File: config.mk
export PLATFORM = sky130hd
export DESIGN_NAME = mem_bus_arbiter
export DESIGN_NICKNAME = d
export VERILOG_FILES = /design/src/rtl/mem_bus_arbiter.sv
export SDC_FILE = /design/constraint.sdc
export NUM_CORES = 1
export LEC_CHECK = 0
export ABC_AREA = 1
export BUFFER_PORTS_ARGS = -buffer_cell sky130_fd_sc_hd__buf_2
export CORE_AREA = 3 3 191 193
export DETAILED_ROUTE_END_ITERATION = 8
export DIE_AREA = 0 0 194 196
export GPL_TIMING_DRIVEN = 0
export PLACE_DENSITY = 0.51
export SLEW_MARGIN = 20
export SYNTH_ARGS = -nofsm -noshare
export SYNTH_HDL_FRONTEND = slang
export SYNTH_SLANG_ARGS = --single-unit
File: constraint.sdc
create_clock -name clk -period 1.8 [get_ports clk]
set_clock_uncertainty 0.15 [all_clocks]
set_input_delay 0.36 -clock clk [delete_from_list [all_inputs] [get_ports clk]]
set_output_delay 0.36 -clock clk [all_outputs]
set_load 0.05 [all_outputs]
File: src/rtl/mem_bus_arbiter.sv
// ---------------------------------------------------------------------------
// mem_bus_arbiter
//   Shares one multi-cycle unified memory port between the IF stage
//   (instruction reads) and the MEM stage (data loads/stores). Each access is
//   sequenced IDLE -> ACCESS -> RESP -> IDLE. Data requests win arbitration,
//   except when IF has watched STARVE_LIMIT data grants go past it in a row.
//
// Ports
//   clk, rst              clock, synchronous active-high reset
//   if_req/if_addr        instruction read request (held until if_ack)
//   if_ack/if_rdata       1-cycle completion pulse and fetched 32-bit word
//   d_req/d_we/d_width/
//   d_addr/d_wdata        data request (held until d_ack), store when d_we=1
//   d_ack/d_rdata         1-cycle completion pulse and 64-bit load data
//   mem_en/mem_we/
//   mem_width/mem_addr/
//   mem_wdata/mem_rdata   unified memory port
//   busy/owner            FSM not idle / current owner (1=data, 0=IF)
//   stall_if/stall_mem    pipeline stall requests
// ---------------------------------------------------------------------------
module mem_bus_arbiter #(
   parameter int ADDR_WIDTH   = 64,
   parameter int MEM_LATENCY  = 2,
   parameter int STARVE_LIMIT = 4
) (
   input  logic                  clk,
   input  logic                  rst,
   input  logic                  if_req,
   input  logic [ADDR_WIDTH-1:0] if_addr,
   output logic                  if_ack,
   output logic [31:0]           if_rdata,
   input  logic                  d_req,
   input  logic                  d_we,
   input  logic [2:0]            d_width,
   input  logic [ADDR_WIDTH-1:0] d_addr,
   input  logic [63:0]           d_wdata,
   output logic                  d_ack,
   output logic [63:0]           d_rdata,
   output logic                  mem_en,
   output logic                  mem_we,
   output logic [2:0]            mem_width,
   output logic [ADDR_WIDTH-1:0] mem_addr,
   output logic [63:0]           mem_wdata,
   input  logic [63:0]           mem_rdata,
   output logic                  busy,
   output logic                  owner,
   output logic                  stall_if,
   output logic                  stall_mem
);

   // A one-cycle memory needs a 1-bit counter that only ever holds zero.
   localparam int CNT_W    = (MEM_LATENCY > 1) ? $clog2(MEM_LATENCY) : 1;
   localparam int STARVE_W = $clog2(STARVE_LIMIT + 1);
   localparam logic [CNT_W-1:0]    CNT_LOAD   = CNT_W'(MEM_LATENCY - 1);
   localparam logic [STARVE_W-1:0] STARVE_MAX = STARVE_W'(STARVE_LIMIT);

   typedef enum logic [1:0] {
      IDLE   = 2'd0,
      ACCESS = 2'd1,
      RESP   = 2'd2
   } state_t;

   state_t                r_state;
   state_t                w_next;
   logic                  w_grantIf;
   logic                  w_grantD;
   logic [CNT_W-1:0]      r_cnt;
   logic [STARVE_W-1:0]   r_starve;
   logic                  r_owner;
   logic                  r_we;
   logic                  r_ifHi;
   logic [2:0]            r_width;
   logic [ADDR_WIDTH-1:0] r_addr;
   logic [63:0]           r_wdata;
   logic [31:0]           r_ifRdata;
   logic [63:0]           r_dRdata;

   // Next-state and grant decision. IF only beats a pending data request once
   // the starvation counter has reached its limit.
   always_comb begin
      w_next    = r_state;
      w_grantIf = 1'b0;
      w_grantD  = 1'b0;
      case (r_state)
         IDLE: begin
            if (if_req && (!d_req || (r_starve == STARVE_MAX))) begin
               w_grantIf = 1'b1;
            end else if (d_req) begin
               w_grantD = 1'b1;
            end
            if (w_grantIf || w_grantD) begin
               w_next = ACCESS;
            end
         end
         ACCESS: begin
            if (r_cnt == '0) begin
               w_next = RESP;
            end
         end
         RESP:    w_next = IDLE;
         default: w_next = IDLE;
      endcase
   end

   // State register plus everything latched at grant or captured at the end
   // of the access. Requester inputs are only looked at in IDLE, so changes
   // during an access cannot disturb the memory port.
   always_ff @(posedge clk) begin
      if (rst) begin
         r_state   <= IDLE;
         r_cnt     <= '0;
         r_starve  <= '0;
         r_owner   <= 1'b0;
         r_we      <= 1'b0;
         r_ifHi    <= 1'b0;
         r_width   <= 3'b000;
         r_addr    <= '0;
         r_wdata   <= '0;
         r_ifRdata <= '0;
         r_dRdata  <= '0;
      end else begin
         r_state <= w_next;
         case (r_state)
            IDLE: begin
               if (w_grantIf) begin
                  r_owner <= 1'b0;
                  r_we    <= 1'b0;
                  r_width <= 3'b010;
                  r_addr  <= if_addr;
                  r_wdata <= '0;
                  r_ifHi  <= if_addr[2];
                  r_cnt   <= CNT_LOAD;
               end else if (w_grantD) begin
                  r_owner <= 1'b1;
                  r_we    <= d_we;
                  r_width <= d_width;
                  r_addr  <= d_addr;
                  r_wdata <= d_wdata;
                  r_cnt   <= CNT_LOAD;
               end
               // Starvation only counts data grants that overtook a waiting IF.
               if (!if_req || w_grantIf) begin
                  r_starve <= '0;
               end else if (w_grantD && (r_starve != STARVE_MAX)) begin
                  r_starve <= r_starve + STARVE_W'(1);
               end
            end
            ACCESS: begin
               if (r_cnt == '0) begin
                  if (!r_owner) begin
                     r_ifRdata <= r_ifHi ? mem_rdata[63:32] : mem_rdata[31:0];
                  end else if (!r_we) begin
                     r_dRdata <= mem_rdata;
                  end
               end else begin
                  r_cnt <= r_cnt - CNT_W'(1);
               end
            end
            default: begin
            end
         endcase
      end
   end

   // The memory port is driven straight from the latched request, so it is
   // stable for the whole ACCESS window and quiet everywhere else.
   always_comb begin
      mem_en    = (r_state == ACCESS);
      mem_we    = (r_state == ACCESS) && r_we && r_owner;
      mem_width = r_width;
      mem_addr  = r_addr;
      mem_wdata = r_wdata;
      if_ack    = (r_state == RESP) && !r_owner;
      d_ack     = (r_state == RESP) && r_owner;
      if_rdata  = r_ifRdata;
      d_rdata   = r_dRdata;
      busy      = (r_state != IDLE);
      owner     = r_owner;
      stall_if  = if_req && !if_ack;
      stall_mem = d_req && !d_ack;
   end

endmodule
==> results.yml, run 1 <==
run_status:
  status: "finished, violations left"
  failed_checks: "negative setup slack"
logic_synthesis:
  synth.distinct_cells: 26
  syn_area_per_cell_sq_um: 7.26
  synth-async-reset-ratio: 0
  ys.flop_type: "dfxtp_1"
  synth_edf_count: 0
  synthXorXnorAreaFrac: 0
  yosys_warnings: 0
  ys_seq_area_frac: 0.476
  synthTopCellsByArea: "dfxtp_1, nand2_1, a21oi_1"
  synth_cells: 1366
  synth-seq-cells: 236
  syn-num-nets: 1632
  synth.area.mux_share: 0
  synth_largest_area_cell: "dfxtp_1"
  synth_top_family_by_area: "simple AND/OR/NAND/NOR gates"
  yosys.area_share.simple: 0.216
  synth_fa_ha_area_frac: 0.00252
  synth_compound_area_frac: 0.188
  yosys.area.top_type_share: 0.476
  syn_area_sq_um: 9920
final_layout:
  fin_nets: 2420
  final_area_sq_um: 16700
  drive_above_1_share: 0.306
  synthToLayoutAreaGrowth_pct: 68.6
  instances_no_fill: 2630
  final_common_cell: "buf_2"
  most-common-layout-cells: "buf_2, nand2_1, dlygate4sd3_1"
critical_path:
  end_kind: "primary output"
  setup.reg_to_reg.worst_slack_ns: 0.05
  r2r-end: "mem_addr[44]$_SDFFE_PP0P_"
  path_common_cell: "nor2_4"
  critPathArrivalTime_ns: 1.37
  cpPeakStageDelay_ns: 0.35
  crit_type: "flip-flop to primary output"
  critPathMaxFanout: 3
  start_kind: "flip-flop"
  slowest_stage: "dfxtp_2"
  rr_startpoint: "r_state[0]$_SDFFE_PP0P_"
  crit_chain: "inv_4 -> nor2_4 -> inv_2 -> nor2_4 -> buf_8"
  r2r.worst_path.cells: 9
  path_delay_family: "flip-flops"
  crit_buf_inv: 3
  required_ns: 1.29
drt:
  via_per_inst: 4.50
  wl_per_cell_microns: 16.5
  drt_wl_total_microns: 43500
  drt_iter0_drc: 454
  drc: 0
  ant_nets: 0
  drtPass1Iterations: 8
  num_vias: 11800
clocking:
  cts_max_level: 1
  clockBufferDepth: 3
  clock_sinks: 236
  cts_tree: "done"
  clockRootBuffer: "clkbuf_16"
  clk_pin_slew_worst_paths_ns: 0.06
  numCtsBuffers: 28
  clk_latency_ns: 0.54
power:
  clockPowerShare: 0.344
  p_comb_frac: 0.291
  seq_power_share: 0.365
  leakagePower_nw: 8.26
  p_sw_w: 0.00561
  max-vdd-ir-drop_v: 0.000688
  powerDensity_nw_per_um2: 966
  p_int_w: 0.0106
  p_sw_frac: 0.347
grt:
  overflow: 0
  antenna_found_initial: 1
  first_global_vias: 12200
  grt_pass1_wl_microns: 66900
  track_usage: 0.218
  grt_start_max_net_pins: 19
run:
  max_cap_violations: 0
die:
  die_area_sq_um: 38000
  num_io_pins: 499
  die_w_microns: 194
  rows: 68
  coreArea_sq_um: 34700
  die_y_microns: 196
  start_util: 0.286
timing:
  setup_viol: 7
  finalWorstSetupSlack_ns: -0.0786
  relSlewSlack: 0.563
  layout_min_cycle_time_ns: 1.88
  post-route-period-util: 1.04
  slew_viol_final: 0
  rsz0062_at_grt: "yes"
  hold_viol_final: 0
  max_freq_mhz: 532
  tightest_slew_ns: 0.656
place:
  placed_area_sq_um: 13000
  hpwl_microns: 32700
  gp_congestion: 0.926
  pre_cts_slack_ns: -0.592
  io_buffers: 498
  placed_cells: 2319
hold_path:
  min_from: "mem_rdata[58]"
  hold_path_depth: 3
  worstHoldEndpoint: "d_rdata[58]$_SDFFE_PP0P_"
  hold_path_class: "input port to flip-flop"
==> flip-flops by register name, indices dropped and copies added, names as in the netlist <==
name and flops:
d_rdata 64, if_rdata 32, mem_addr 64, mem_wdata 64, mem_width 3, owner 1, r_cnt 1, r_ifHi 1
r_starve 3, r_state 2, r_we 1
==> power groups by stage <==
stage	clock [W]	sequential, W	combinational, W
floorplan	0	0.00745	0.00135
global placement	0	0.00599	0.00409
detailed placement	0	0.00600	0.00410
CTS	0.00574	0.00590	0.00464
global route	0.00594	0.00594	0.00506
finish	0.00557	0.00590	0.00470
==> per-layer routing <==
layer	vias to the layer above	track usage	part of all wire
met5	-	0	0
li1	5932	-	-
met1	5333	0.260	0.41
met3	102	0.0493	0.068
met2	473	0.385	0.49
met4	0	0.0761	0.039
==> repair_timing <==
action                                 in CTS  in global routing
gates cloned                                1                  0
setup endpoints to repair                 145                191
endpoints found under the hold margin     193                  0
hold buffers                              244                  0
buffers inserted                            9                  7
gates resized for setup                    43                 77
pin swaps                                   3                  6
==> worst min-delay path: stages <==
cell	delay, ns
buf_2	0.11
o21ai_1	0.08
a21oi_1	0.11
==> cell type report <==
class                      instances  area, sq um
buffer                            99          586
multi-input combinational        855         4120
fill                            3521        18000
timing repair buffer             758         5130
sequential                       236         4730
clock inverter                     9         77.6
timing repair inverter             1         7.51
antenna                            1         2.50
clock buffer                      41          831
inverter                         175          664
tap                              455          569
==> through the flow <==
| stage | setup TNS [ns] | hold WS (ns) | utilization | total power, W |
|---|---|---|---|---|
| final | -0.353 | 0.0107 | 0.482 | 0.0162 |
| after global routing | -2.74 | 0.0123 | 0.482 | 0.0169 |
| after CTS | -1.07 | 0.00148 | 0.476 | 0.0163 |
| after detailed placement | -35.33 | 0.285 | 0.374 | 0.0101 |
| after global placement | -33.38 | 0.279 | 0.374 | 0.0101 |
| after floorplan | -0.0185 | 0.308 | - | 0.00879 |
==> cells by family (layout without fill, tap and decap cells) <==
family,Yosys count,after routing
simple gates,517,517
compound gates,336,336
buf+inv,275,1083
flops,236,236
fa+ha+maj,2,2
other cells,0,1
==> cells in the mapped netlist (all sizes together), types with 2 or more instances <==
library cell,n
a21oi,138
buf,53
clkbuf,47
dfxtp,236
ha,2
inv,175
nand2,307
nand3,132
nor2,76
nor3,2
o21a,63
o21ai,133
==> worst max-delay path by stage <==
stage                            start                  endpoint  slack [ns]  cells past startpoint
6_report       r_state[0]$_SDFFE_PP0P_                    mem_we       -0.08                      5
5_1_grt        r_state[0]$_SDFFE_PP0P_                 stall_mem       -0.16                      5
4_1_cts        r_state[0]$_SDFFE_PP0P_                    mem_we       -0.17                      5
3_5_place_dp                       rst  d_rdata[58]$_SDFFE_PP0P_       -0.59                      6
3_3_place_gp                       rst  d_rdata[61]$_SDFFE_PP0P_       -0.54                      6
2_1_floorplan       owner$_SDFFE_PP0P_                     d_ack       -0.02                      2
No activity file was read; power rests on OpenSTA's default activity.
==> inputs of run 2 (changes only) <==
--- a/config.mk
+++ b/config.mk
@@ -7,11 +7,14 @@
 export LEC_CHECK = 0
 export ABC_AREA = 1
 export BUFFER_PORTS_ARGS = -buffer_cell sky130_fd_sc_hd__buf_2
-export CORE_AREA = 3 3 191 193
+export CELL_PAD_IN_SITES_DETAIL_PLACEMENT = 1
+export CELL_PAD_IN_SITES_GLOBAL_PLACEMENT = 2
+export CORE_ASPECT_RATIO = 0.5
+export CORE_MARGIN = 3
+export CORE_UTILIZATION = 23
 export DETAILED_ROUTE_END_ITERATION = 8
-export DIE_AREA = 0 0 194 196
 export GPL_TIMING_DRIVEN = 0
-export PLACE_DENSITY = 0.51
+export PLACE_DENSITY_LB_ADDON = 0.1
 export SLEW_MARGIN = 20
 export SYNTH_ARGS = -nofsm -noshare
 export SYNTH_HDL_FRONTEND = slang
==> results.yml, run 2 (synthesized netlist as in run 1, its figures left out) <==
critical_path:
  start_kind: "flip-flop"
  end_kind: "primary output"
  crit_type: "flip-flop to primary output"
  required_ns: 1.29
  rr_startpoint: "r_starve[0]$_SDFFE_PP0P_"
  critPathMaxFanout: 3
  crit_start: "r_state[0]$_SDFFE_PP0P_"
  r2r-end: "r_starve[2]$_SDFFE_PP0P_"
  critPathArrivalTime_ns: 1.36
  setup.reg_to_reg.worst_slack_ns: 0.04
  r2r.worst_path.cells: 6
  cp-endpoint: "mem_we"
clocking:
  clk_pin_slew_worst_paths_ns: 0.06
  cts_max_level: 1
  clockRootBuffer: "clkbuf_16"
  cts_tree: "done"
  clk_latency_ns: 0.54
  clockBufferDepth: 3
  numCtsBuffers: 25
  clock_sinks: 236
final_layout:
  final_common_cell: "buf_2"
  drive_above_1_share: 0.304
  synthToLayoutAreaGrowth_pct: 68.2
  most-common-layout-cells: "buf_2, nand2_1, dlygate4sd3_1"
  fin_nets: 2405
power:
  clockPowerShare: 0.327
  powerDensity_nw_per_um2: 941
  max-vdd-ir-drop_v: 0.000583
  p_sw_frac: 0.358
  seq_power_share: 0.374
  p_int_w: 0.0101
  leakagePower_nw: 8.18
  total_power_w: 0.0157
  p_sw_w: 0.00562
  p_comb_frac: 0.299
run:
  max_cap_violations: 0
drt:
  wl_per_cell_microns: 16.9
  drc: 0
  drt_wl_total_microns: 46200
  drtPass1Iterations: 4
  ant_nets: 0
  num_vias: 11700
  drt_iter0_drc: 291
  via_per_inst: 4.26
die:
  num_io_pins: 499
  die_y_microns: 153
  die_area_sq_um: 45800
  rows: 53
  coreArea_sq_um: 42300
  start_util: 0.235
  die_w_microns: 300
grt:
  track_usage: 0.195
  first_global_vias: 12400
  antenna_found_initial: 4
  grt_pass1_wl_microns: 70400
  grt_start_max_net_pins: 14
  overflow: 0
run_status:
  failed_checks: "negative setup slack"
  status: "finished, violations left"
timing:
  setup_viol: 7
  hold_viol_final: 0
  layout_min_cycle_time_ns: 1.87
  max_freq_mhz: 534
  rsz0062_at_grt: "yes"
  slew_viol_final: 0
  relSlewSlack: 0.569
  finalWorstSetupSlack_ns: -0.0735
  post-route-period-util: 1.04
  tightest_slew_ns: 0.646
place:
  io_buffers: 498
  gp_congestion: 0.761
  pre_cts_slack_ns: -0.541
  hpwl_microns: 33900
hold_path:
  hold_path_depth: 5
  hold_path_class: "input port to flip-flop"
run 2: cell types whose count changed in the layout (fill, tap and decap cells not counted), sizes merged:
cell / previous run / this run
buf: 559 / 562
clkbuf: 95 / 85
clkinv: 8 / 6
clkinvlp: 1 / 0
diode: 1 / 4
dlygate4sd3: 244 / 236
run 2: area by class of cell:
cell class	instances	area, sq um
diodes	4	10.0
well taps	577	722
clock inverters	7	67.6
repair buffers	747	5030
clock buffers	37	711
inverters	175	664
multi-input cells	855	4130
fillers	5353	25600
flip-flops and latches	236	4740
plain buffers	99	626
run 2: worst min-delay path by stage:
stage / startpoint / to
detailed placement: d_rdata[24]$_SDFFE_PP0P_ / d_rdata[24]$_SDFFE_PP0P_
global placement: d_rdata[34]$_SDFFE_PP0P_ / d_rdata[34]$_SDFFE_PP0P_
finish: if_addr[48] / mem_addr[48]$_SDFFE_PP0P_
floorplan: r_we$_SDFFE_PP0P_ / r_we$_SDFFE_PP0P_
global route: if_addr[37] / mem_addr[37]$_SDFFE_PP0P_
CTS: if_addr[5] / mem_addr[5]$_SDFFE_PP0P_
run 2: per-layer routing:
layer	GRT usage	vias to the layer above	routed length, microns
met1	0.217	5431	18500
li1	-	5905	-
met4	0.0781	0	1950
met3	0.0287	95	1490
met2	0.371	219	24300
met5	0	-	0
run 2: power groups by stage:
stage | clock (W) | combinational [W] | sequential, W
5_1_grt | 0.00559 | 0.00506 | 0.00593
4_1_cts | 0.00538 | 0.00469 | 0.00588
6_report | 0.00513 | 0.00469 | 0.00588
3_5_place_dp | 0 | 0.00416 | 0.00599
3_3_place_gp | 0 | 0.00417 | 0.00598
2_1_floorplan | 0 | 0.00135 | 0.00745
run 2: what timing repair did:
| item | in CTS | in global routing |
|---|---|---|
| pin swaps | 3 | 4 |
| resized for setup | 53 | 82 |
| endpoints found under the setup margin | 115 | 213 |
| hold buffers | 236 | 0 |
| setup buffers | 8 | 5 |
| hold endpoints to repair | 195 | 0 |
run 2: metrics by stage:
stage	hold slack [ns]	utilization	setup TNS, ns	area (sq um)	std cells
detailed placement	0.286	0.311	-40.39	13100	2441
finish	0.0191	0.395	-0.296	16700	2737
CTS	0.000258	0.390	-0.608	16500	2729
global placement	0.281	0.311	-39.38	13100	2441
global route	0.0345	0.395	-0.997	16700	2737
floorplan	0.308	-	-0.0185	9930	1366
run 2: worst max-delay path: stages (launching register included):
cell	delay, ns
dfxtp_2	0.35
inv_4	0.05
nor2_4	0.11
inv_2	0.06
nor2_4	0.09
buf_8	0.15
==> inputs of run 3 (changes only) <==
--- a/config.mk
+++ b/config.mk
@@ -11,7 +11,7 @@
 export CELL_PAD_IN_SITES_GLOBAL_PLACEMENT = 2
 export CORE_ASPECT_RATIO = 0.5
 export CORE_MARGIN = 3
-export CORE_UTILIZATION = 23
+export CORE_UTILIZATION = 25
 export DETAILED_ROUTE_END_ITERATION = 8
 export GPL_TIMING_DRIVEN = 0
 export PLACE_DENSITY_LB_ADDON = 0.1
==> constraint.sdc (replaced) <==
create_clock -name clk -period 2.24 [get_ports clk]
set_clock_uncertainty 0.15 [all_clocks]
set_input_delay 0.448 -clock clk [delete_from_list [all_inputs] [get_ports clk]]
set_output_delay 0.448 -clock clk [all_outputs]
set_load 0.05 [all_outputs]
==> results.yml, run 3 (synthesized netlist as in run 1, its figures left out) <==
timing:
  setup_viol: 0
  rsz0062_at_grt: "no"
  layout_min_cycle_time_ns: 2.11
  tightest_slew_ns: 0.660
  fin_tns_setup_ns: 0
  relSlewSlack: 0.560
  post-route-period-util: 0.941
  max_freq_mhz: 474
  slew_viol_final: 0
  hold_viol_final: 0
die:
  coreArea_sq_um: 38200
  die_w_microns: 288
  num_io_pins: 499
  die_y_microns: 147
  die_area_sq_um: 42300
  rows: 50
  start_util: 0.260
clocking:
  clk_latency_ns: 0.54
  numCtsBuffers: 24
  clock_sinks: 236
  cts_max_level: 1
  clk_pin_slew_worst_paths_ns: 0.07
  cts_tree: "done"
  clockRootBuffer: "clkbuf_16"
  clockBufferDepth: 3
run:
  max_cap_violations: 0
grt:
  overflow: 0
  grt_start_max_net_pins: 14
  first_global_vias: 11600
  track_usage: 0.194
  grt_pass1_wl_microns: 64900
  antenna_found_initial: 13
critical_path:
  r2r.worst_path.cells: 10
  start_kind: "flip-flop"
  slowest_stage: "dfxtp_1"
  critPathMaxFanout: 4
  cpPeakStageDelay_ns: 0.36
  setup.reg_to_reg.worst_slack_ns: 0.22
  rr_startpoint: "r_starve[0]$_SDFFE_PP0P_"
  crit_start: "r_state[0]$_SDFFE_PP0P_"
  critPathArrivalTime_ns: 1.51
  r2r-end: "mem_addr[12]$_SDFFE_PP0P_"
  required_ns: 1.64
  end_kind: "primary output"
  crit_chain: "inv_2 -> nand2_1 -> o21ai_1 -> inv_1 -> buf_2"
  cp-endpoint: "stall_if"
  crit_type: "flip-flop to primary output"
run_status:
  status: "finished clean"
drt:
  via_per_inst: 4.41
  drc: 0
  ant_nets: 0
  met2WireLength_microns: 23600
  wl_per_cell_microns: 17.4
  top_layer_used: "met5"
  drt_iter0_drc: 295
  met3_length_microns: 1580
  m1WireLength_microns: 16400
  num_vias: 10800
  drt_wl_total_microns: 42700
  drtPass1Iterations: 4
place:
  gp_congestion: 0.808
  hpwl_microns: 34300
  placed_cells: 2384
  io_buffers: 498
power:
  leakagePower_nw: 7.06
  total_power_w: 0.0120
  powerDensity_nw_per_um2: 855
  max-vdd-ir-drop_v: 0.000528
hold_path:
  hold_path_class: "input port to flip-flop"
final_layout:
  final_common_cell: "buf_2"
  most-common-layout-cells: "buf_2, nand2_1, dfxtp_1"
  drive_above_1_share: 0.313
  fin_nets: 2175
  instances_no_fill: 2456
  synthToLayoutAreaGrowth_pct: 41.6
[run 3: changes by cell type in the layout (fill, tap and decap cells not counted), moves of 4 or more]
cell and change:
dlygate4sd3_1 -217, buf_6 -10, diode_2 +6, buf_8 -5, nand3_1 +4, buf_2 +21
clkbuf_2 -17, clkbuf_1 +19, nand3_2 -4, nand2_4 -4, nor2_4 -4, buf_4 -16
[run 3: metrics by stage]
step                       util  setup slack [ns]  hold WS, ns  area, sq um
final                     0.367             0.131       0.0249        14000
after global routing      0.367            0.0125       0.0123        14000
after detailed placement  0.342           -0.0928        0.288        13100
after floorplan               -             0.134        0.308         9920
after CTS                 0.367            0.0215     0.000117        14000
after global placement    0.342           -0.0396        0.279        13100
[run 3: worst max-delay path, delay by kind of cell (launching register included)]
kind | cells | cell delay, ns
flip-flops | 1 | 0.36
AO/OA/AOI/OAI | 1 | 0.08
buffers and inverters | 3 | 0.39
AND/OR/NAND/NOR | 1 | 0.14
[run 3: cell type report]
| type | instances | area (sq um) |
|---|---|---|
| fillers | 4927 | 24200 |
| flip-flops and latches | 236 | 4730 |
| multi-input cells | 855 | 4040 |
| repair buffers | 517 | 2690 |
| clock buffers | 35 | 682 |
| inverters | 175 | 659 |
| well taps | 520 | 651 |
| plain buffers | 100 | 503 |
| clock inverters | 8 | 76.3 |
| diodes | 10 | 25.0 |
[run 3: worst min path at each step]
stage | startpoint | end | slack (ns) | cells after the start
finish | d_wdata[29] | mem_wdata[29]$_SDFFE_PP0P_ | 0.02 | 3
global route | d_wdata[53] | mem_wdata[53]$_SDFFE_PP0P_ | 0.01 | 3
floorplan | r_we$_SDFFE_PP0P_ | r_we$_SDFFE_PP0P_ | 0.31 | 2
CTS | d_wdata[3] | mem_wdata[3]$_SDFFE_PP0P_ | 0.0001 | 3
global placement | d_rdata[49]$_SDFFE_PP0P_ | d_rdata[49]$_SDFFE_PP0P_ | 0.28 | 2
detailed placement | d_rdata[4]$_SDFFE_PP0P_ | d_rdata[4]$_SDFFE_PP0P_ | 0.29 | 2
[run 3: routing by layer]
metal / vias to the layer above / global-route usage
met5: - / 0
met4: 6 / 0.0551
met3: 63 / 0.0343
met2: 185 / 0.385
met1: 5147 / 0.209
li1: 5441 / -
[run 3: power breakdown]
part,internal [W],switching (W)
sequential,0.00455,0.000189
clock,0.00223,0.00174
combinational,0.000902,0.00240
total,0.00768,0.00433
[run 3: timing repair]
| item | 4_1_cts | 5_1_grt |
|---|---|---|
| cloned | 0 | 0 |
| endpoints found under the hold margin | 19 | 0 |
| setup buffers | 0 | 0 |
| endpoints found under the setup margin | 2 | 4 |
| hold buffers | 19 | 0 |
| resized for setup | 1 | 6 |
